===== src/rtl/uart_tx_arbiter.sv =====
// uart_tx_arbiter: round-robin, message-atomic sharing of one byte-wide UART
// transmit channel among N_REQ producers, with forced release of an idle owner.
module uart_tx_arbiter #(
  parameter int N_REQ   = 4,
  parameter int TIMEOUT = 1024
) (
  input  logic               clk,
  input  logic               rst,
  input  logic [N_REQ-1:0]   req_valid,
  input  logic [8*N_REQ-1:0] req_data,
  input  logic [N_REQ-1:0]   req_last,
  output logic [N_REQ-1:0]   req_ready,
  input  logic               output_busy,
  output logic               output_en,
  output logic [7:0]         output_data,
  output logic [2:0]         grant_id,
  output logic               grant_active,
  output logic               timeout_evt
);

  localparam int            CW      = (TIMEOUT > 1) ? $clog2(TIMEOUT + 1) : 1;
  localparam bit            TO_EN   = (TIMEOUT > 0);
  localparam logic [CW-1:0] TO_LAST = (TIMEOUT > 0) ? CW'(TIMEOUT - 1) : '0;

  typedef enum logic [0:0] {
    IDLE   = 1'b0,
    STREAM = 1'b1
  } state_t;

  state_t        state_r;
  logic [2:0]    grant_id_r;
  logic [2:0]    rr_ptr_r;
  logic          grant_active_r;
  logic          out_valid_r;
  logic [7:0]    out_data_r;
  logic [CW-1:0] idle_cnt_r;
  logic          timeout_evt_r;

  logic          slot_open_s;
  logic          accept_s;
  logic          take_s;
  logic          sel_valid_s;
  logic          sel_last_s;
  logic [7:0]    sel_data_s;
  logic          found_s;
  logic [2:0]    pick_s;
  logic [3:0]    best_d_s;
  logic [3:0]    dist_s;
  logic          hit_s;
  logic [2:0]    next_ptr_s;

  // The output register can take a byte when empty or when it is being emptied this cycle.
  assign slot_open_s = (state_r == STREAM) && (!out_valid_r || !output_busy);
  assign accept_s    = slot_open_s && sel_valid_s;
  assign take_s      = out_valid_r && !output_busy;
  assign next_ptr_s  = (grant_id_r == 3'(N_REQ - 1)) ? 3'd0 : grant_id_r + 3'd1;

  assign output_en    = out_valid_r;
  assign output_data  = out_data_r;
  assign grant_id     = grant_id_r;
  assign grant_active = grant_active_r;
  assign timeout_evt  = timeout_evt_r;

  // Owner handshake steering and round-robin pick (smallest distance from rr pointer).
  always_comb begin
    req_ready   = '0;
    sel_valid_s = 1'b0;
    sel_last_s  = 1'b0;
    sel_data_s  = 8'h00;
    found_s     = 1'b0;
    pick_s      = 3'd0;
    best_d_s    = 4'hF;
    dist_s      = 4'h0;
    hit_s       = 1'b0;
    for (int i = 0; i < N_REQ; i++) begin
      req_ready[i] = slot_open_s && (grant_id_r == 3'(i));
      sel_valid_s  = sel_valid_s | (req_valid[i] & (grant_id_r == 3'(i)));
      sel_last_s   = sel_last_s | (req_last[i] & (grant_id_r == 3'(i)));
      sel_data_s   = sel_data_s | (req_data[8*i +: 8] & {8{grant_id_r == 3'(i)}});
      dist_s       = (4'(i) >= {1'b0, rr_ptr_r}) ? (4'(i) - {1'b0, rr_ptr_r})
                                                 : (4'(i) + 4'(N_REQ) - {1'b0, rr_ptr_r});
      hit_s        = req_valid[i] && (dist_s < best_d_s);
      pick_s       = hit_s ? 3'(i) : pick_s;
      best_d_s     = hit_s ? dist_s : best_d_s;
      found_s      = found_s | req_valid[i];
    end
  end

  // Arbitration FSM, output byte register and idle-owner timeout.
  always_ff @(posedge clk) begin
    if (rst) begin
      state_r        <= IDLE;
      grant_id_r     <= 3'd0;
      rr_ptr_r       <= 3'd0;
      grant_active_r <= 1'b0;
      out_valid_r    <= 1'b0;
      out_data_r     <= 8'h00;
      idle_cnt_r     <= '0;
      timeout_evt_r  <= 1'b0;
    end else begin
      timeout_evt_r <= 1'b0;
      if (accept_s) begin
        out_valid_r <= 1'b1;
        out_data_r  <= sel_data_s;
      end else if (take_s) begin
        out_valid_r <= 1'b0;
      end
      case (state_r)
        IDLE: begin
          if (found_s) begin
            state_r        <= STREAM;
            grant_id_r     <= pick_s;
            grant_active_r <= 1'b1;
            idle_cnt_r     <= '0;
          end
        end
        STREAM: begin
          if (accept_s) begin
            idle_cnt_r <= '0;
            if (sel_last_s) begin
              state_r        <= IDLE;
              grant_active_r <= 1'b0;
              rr_ptr_r       <= next_ptr_s;
            end
          end else if (TO_EN && !sel_valid_s) begin
            // A stall on output_busy keeps valid high, so it never reaches this count.
            if (idle_cnt_r == TO_LAST) begin
              timeout_evt_r  <= 1'b1;
              state_r        <= IDLE;
              grant_active_r <= 1'b0;
              rr_ptr_r       <= next_ptr_s;
              idle_cnt_r     <= '0;
            end else begin
              idle_cnt_r <= idle_cnt_r + CW'(1);
            end
          end
        end
        default: begin
          state_r        <= IDLE;
          grant_active_r <= 1'b0;
        end
      endcase
    end
  end

endmodule


===== config.mk =====
export PLATFORM = sky130hd
export DESIGN_NAME = uart_tx_arbiter
export DESIGN_NICKNAME = d
export VERILOG_FILES = /design/src/rtl/uart_tx_arbiter.sv
export SDC_FILE = /design/constraint.sdc
export NUM_CORES = 1
export LEC_CHECK = 0
export CORE_MARGIN = 2
export CORE_UTILIZATION = 35
export DETAILED_ROUTE_END_ITERATION = 8
export PLACE_DENSITY = 0.73
export SYNTH_ARGS = -nofsm -noshare
export SYNTH_HDL_FRONTEND = slang
export SYNTH_SLANG_ARGS = --single-unit

===== constraint.sdc =====
create_clock -name clk -period 3.97 [get_ports clk]
set_input_delay 0.794 -clock clk [delete_from_list [all_inputs] [get_ports clk]]
set_output_delay 0.794 -clock clk [all_outputs]
set_load 0.01 [all_outputs]

==> run_results.csv <==
group,metric,value,unit
run_status,run_status,"completed",
routing,drc,0,
cells_and_area,final_common_cell,"clkdlybuf4s50_1",
clock_tree,tritoncts,"done",
placement,place.port_buffers,59,
sta,period_minus_slack,3.84,ns
cells_and_area,instances_no_fill,384,
critical_path,crit_fanout,4,
sta,slew_headroom,0.432,
global_route,grt_pass1_wl,9.01,mm
sta,fmax,0.261,GHz
critical_path,worst-path-buf-inv,3,
pwr,power_leakage,0.00115,µW
floorplan,fp-row-count,26,
sta,worst_pin_slew,0.849,ns
placement,placed_cells,359,
cells_and_area,final_cell_mix,"clkdlybuf4s50_1 (58), buf_4 (40), dfxtp_1 (25)",
synthesis,ys.flop_type,"dfxtp_1",
critical_path,critical_path.slowest_cell,"dfxtp_2",
global_route,grt_pass1_vias,2002,
routing,vias_per_cell,5.21,
routing,drtIter0Drc,90,
flow_run,cap_violations,0,
critical_path,crit_type,"flip-flop to flip-flop",
synthesis,synth_cells,218,
pwr,switching_share,0.363,
clock_tree,cts_hold_buf,0,
cells_and_area,area_growth,61.6,%
sta,fin_setup_tns,0,ns
synthesis,synth_xor_area_frac,0.0334,
placement,gp_congestion,0.813,
pwr,p_int,682,µW
pwr,powerDensity,361,nW/µm²
global_route,grtUsageTotal,0.188,
cells_and_area,drive_above_1_share,0.261,
synthesis,synth_seq_cells,27,
sta,finalSetupViolations,0,
routing,wl_per_cell,14.5,µm
clock_tree,cts_max_level,1,
synthesis,yosysSeqAreaShare,0.294,
critical_path,arrival,4.01,ns
global_route,grt_max_degree,24,
floorplan,die_w,76.4,µm
sta,drv_slew,0,
clock_tree,cts.clk_slew.worst_paths,0.10,ns
routing,drtPass1Iterations,4,
synthesis,synth_area,1840,µm²
synthesis,yosysWarnings,0,
critical_path,crit_path_start_kind,"flip-flop",
floorplan,die_height,76.4,µm
cells_and_area,finalCoreUtilization,0.585,
critical_path,crit_top_cell,"buf_4",
synthesis,yosys.area_share.adder,0.102,
sta,post-route-period-util,0.967,
routing,wl,5.58,mm
clock_tree,cts.sinks,27,
synthesis,async_flop_share,0,
routing,ant_nets,0,
clock_tree,worstSkewPairLatency,0.28,ns
global_route,overflow,0,
floorplan,initial_utilization,0.362,
cells_and_area,fin_nets,373,
critical_path,max_stage_delay,0.34,ns
synthesis,synth_top_family_by_area,"compound AO/OA/AOI/OAI gates",
cells_and_area,fill_cells,442,
synthesis,synth_edf_count,0,
routing,via_count,2000,
synthesis,muxShareOfSynthArea,0.0177,
critical_path,crit_required,4.14,ns
synthesis,synth-compound-area-share,0.283,
synthesis,synth.distinct_cells,52,
pwr,clkPwrFrac,0.154,
floorplan,dieArea,5840,µm²
sta,final_hold_viol_count,0,
hold_path,hold_class,"flip-flop to flip-flop",
sta,worst_clock_skew,0.00849,ns
critical_path,endpoint_kind,"flip-flop",
critical_path,cp_top_family,"adder cells",
critical_path,path_cells,"buf_4, ha_2, and2_1, ha_1, nand2_2, a21o_1, buf_4, nand3b_1, o21ai_1, buf_4, ha_1, o21ai_2, nand2_1, o31a_1, mux2_4, ha_4, nand2_1, a221oi_2, a32oi_1, a31oi_1, o21ai_1",
floorplan,core_area,5070,µm²
synthesis,synth-simple-area-share,0.221,
clock_tree,clockBufferDepth,2,
pwr,combPwrFrac,0.546,
pwr,ir_worst_vdd,194,µV
pwr,seqPwrFrac,0.301,
floorplan,pin_count,61,
placement,hpwl,3.85,mm
pwr,switchingPower,389,µW
global_route,grt_antenna_before_repair,0,
pwr,finalPower,1070,µW
synthesis,syn_avg_cell_area,8.43,µm²
clock_tree,cts-root-buf,"clkbuf_8",
cells_and_area,antenna_cells,0,
clock_tree,cts_made_buffers,3,
-- cell type report --
class / count / area, µm² / share of cell area
clock buffer: 3 / 41.3 / 0.0139
clock inverter: 1 / 7.51 / 0.00253
timing repair buffer: 100 / 897 / 0.302
inverter: 10 / 37.5 / 0.0126
sequential: 27 / 543 / 0.183
tap: 70 / 87.6 / 0.0295
multi-input combinational: 173 / 1360 / 0.456
-- routing by layer --
layer  part of all wire  vias to the layer above  global-route usage
li1                   -                     1013                   -
met5                  0                        -                   0
met1               0.43                      925               0.215
met4              0.018                        0              0.0818
met2               0.52                       54               0.342
met3              0.038                        8              0.0296
-- synthesized netlist by cell type, types with 2 or more instances --
master      n  share of area
nor3_1      3         0.0082
a311oi_1   10          0.048
and3_1      8          0.027
nand2_1    15          0.031
nor2b_1     2         0.0068
nand3b_1    2         0.0082
o211ai_1    3          0.012
nand3_1     5          0.014
inv_1      10          0.020
clkbuf_1    9          0.018
o21bai_1    2         0.0082
a21oi_1     9          0.025
dfxtp_1    27           0.29
a22oi_1    18          0.074
xor2_1      6          0.029
a31oi_1     3          0.010
a221oi_1    2         0.0095
o2111ai_1   3          0.014
o31ai_1     2         0.0082
or2_2       2         0.0068
nor2_1     17          0.035
a21o_1      4          0.016
o21ai_0     6          0.016
ha_1       15           0.10
and2_1      5          0.017
nand2b_1    4          0.014
-- logic make-up after synthesis --
| family | count (synthesis) |
|---|---|
| compound gates | 71 |
| xor+xnor | 7 |
| fa+ha+maj | 15 |
| buf+inv | 21 |
| flops | 27 |
| mux | 3 |
| other cells | 1 |
| simple gates | 73 |
-- sequential cells by signal, indices dropped and copies added (netlist names) --
signal / flops
grant_active: 1
grant_id: 2
idle_cnt_r: 11
output_data: 8
output_en: 1
rr_ptr_r: 2
state_r: 1
timeout_evt: 1
-- worst paths after layout --
kind,start,to,slack (ns),cells after the start
worst max-delay path,rr_ptr_r[0],grant_id[0],0.13,21
worst min register to register,idle_cnt_r[10],idle_cnt_r[10],0.46,2
worst max register to register,rr_ptr_r[0],grant_id[0],0.13,21
worst min-delay path,idle_cnt_r[10],idle_cnt_r[10],0.46,2
-- power groups by stage --
stage | clock (µW) | sequential [µW] | combinational [µW]
finish | 165 | 322 | 584
CTS | 168 | 321 | 537
global route | 179 | 327 | 637
detailed placement | 0 | 327 | 459
global placement | 0 | 326 | 453
floorplan | 0 | 335 | 260
-- worst register-to-register path, cell delays in order (launching register included) --
cell and delay [ns]:
dfxtp_2 0.34, buf_4 0.15, ha_2 0.19, and2_1 0.16, ha_1 0.30, nand2_2 0.06
a21o_1 0.18, buf_4 0.15, nand3b_1 0.13, o21ai_1 0.08, buf_4 0.14, ha_1 0.31
o21ai_2 0.08, nand2_1 0.07, o31a_1 0.13, mux2_4 0.32, ha_4 0.27, nand2_1 0.07
a221oi_2 0.18, a32oi_1 0.13, a31oi_1 0.20, o21ai_1 0.09
-- stage by stage --
stage,instance area (µm²),setup slack [ns],hold WS [ns]
2_1_floorplan,1860,0.0230,0.427
3_3_place_gp,2650,-0.478,0.445
6_report,2970,0.133,0.461
5_1_grt,2970,-0.0269,0.496
3_5_place_dp,2650,-0.610,0.446
4_1_cts,2900,0.0427,0.461
-- what timing repair did --
action	in CTS	in global routing
setup buffers	19	2
setup endpoints to repair	2	2
gates cloned	0	0
endpoints found under the hold margin	0	0
pin swaps	10	9
gates resized for setup	12	22
Power figures use the tool's default switching activity.
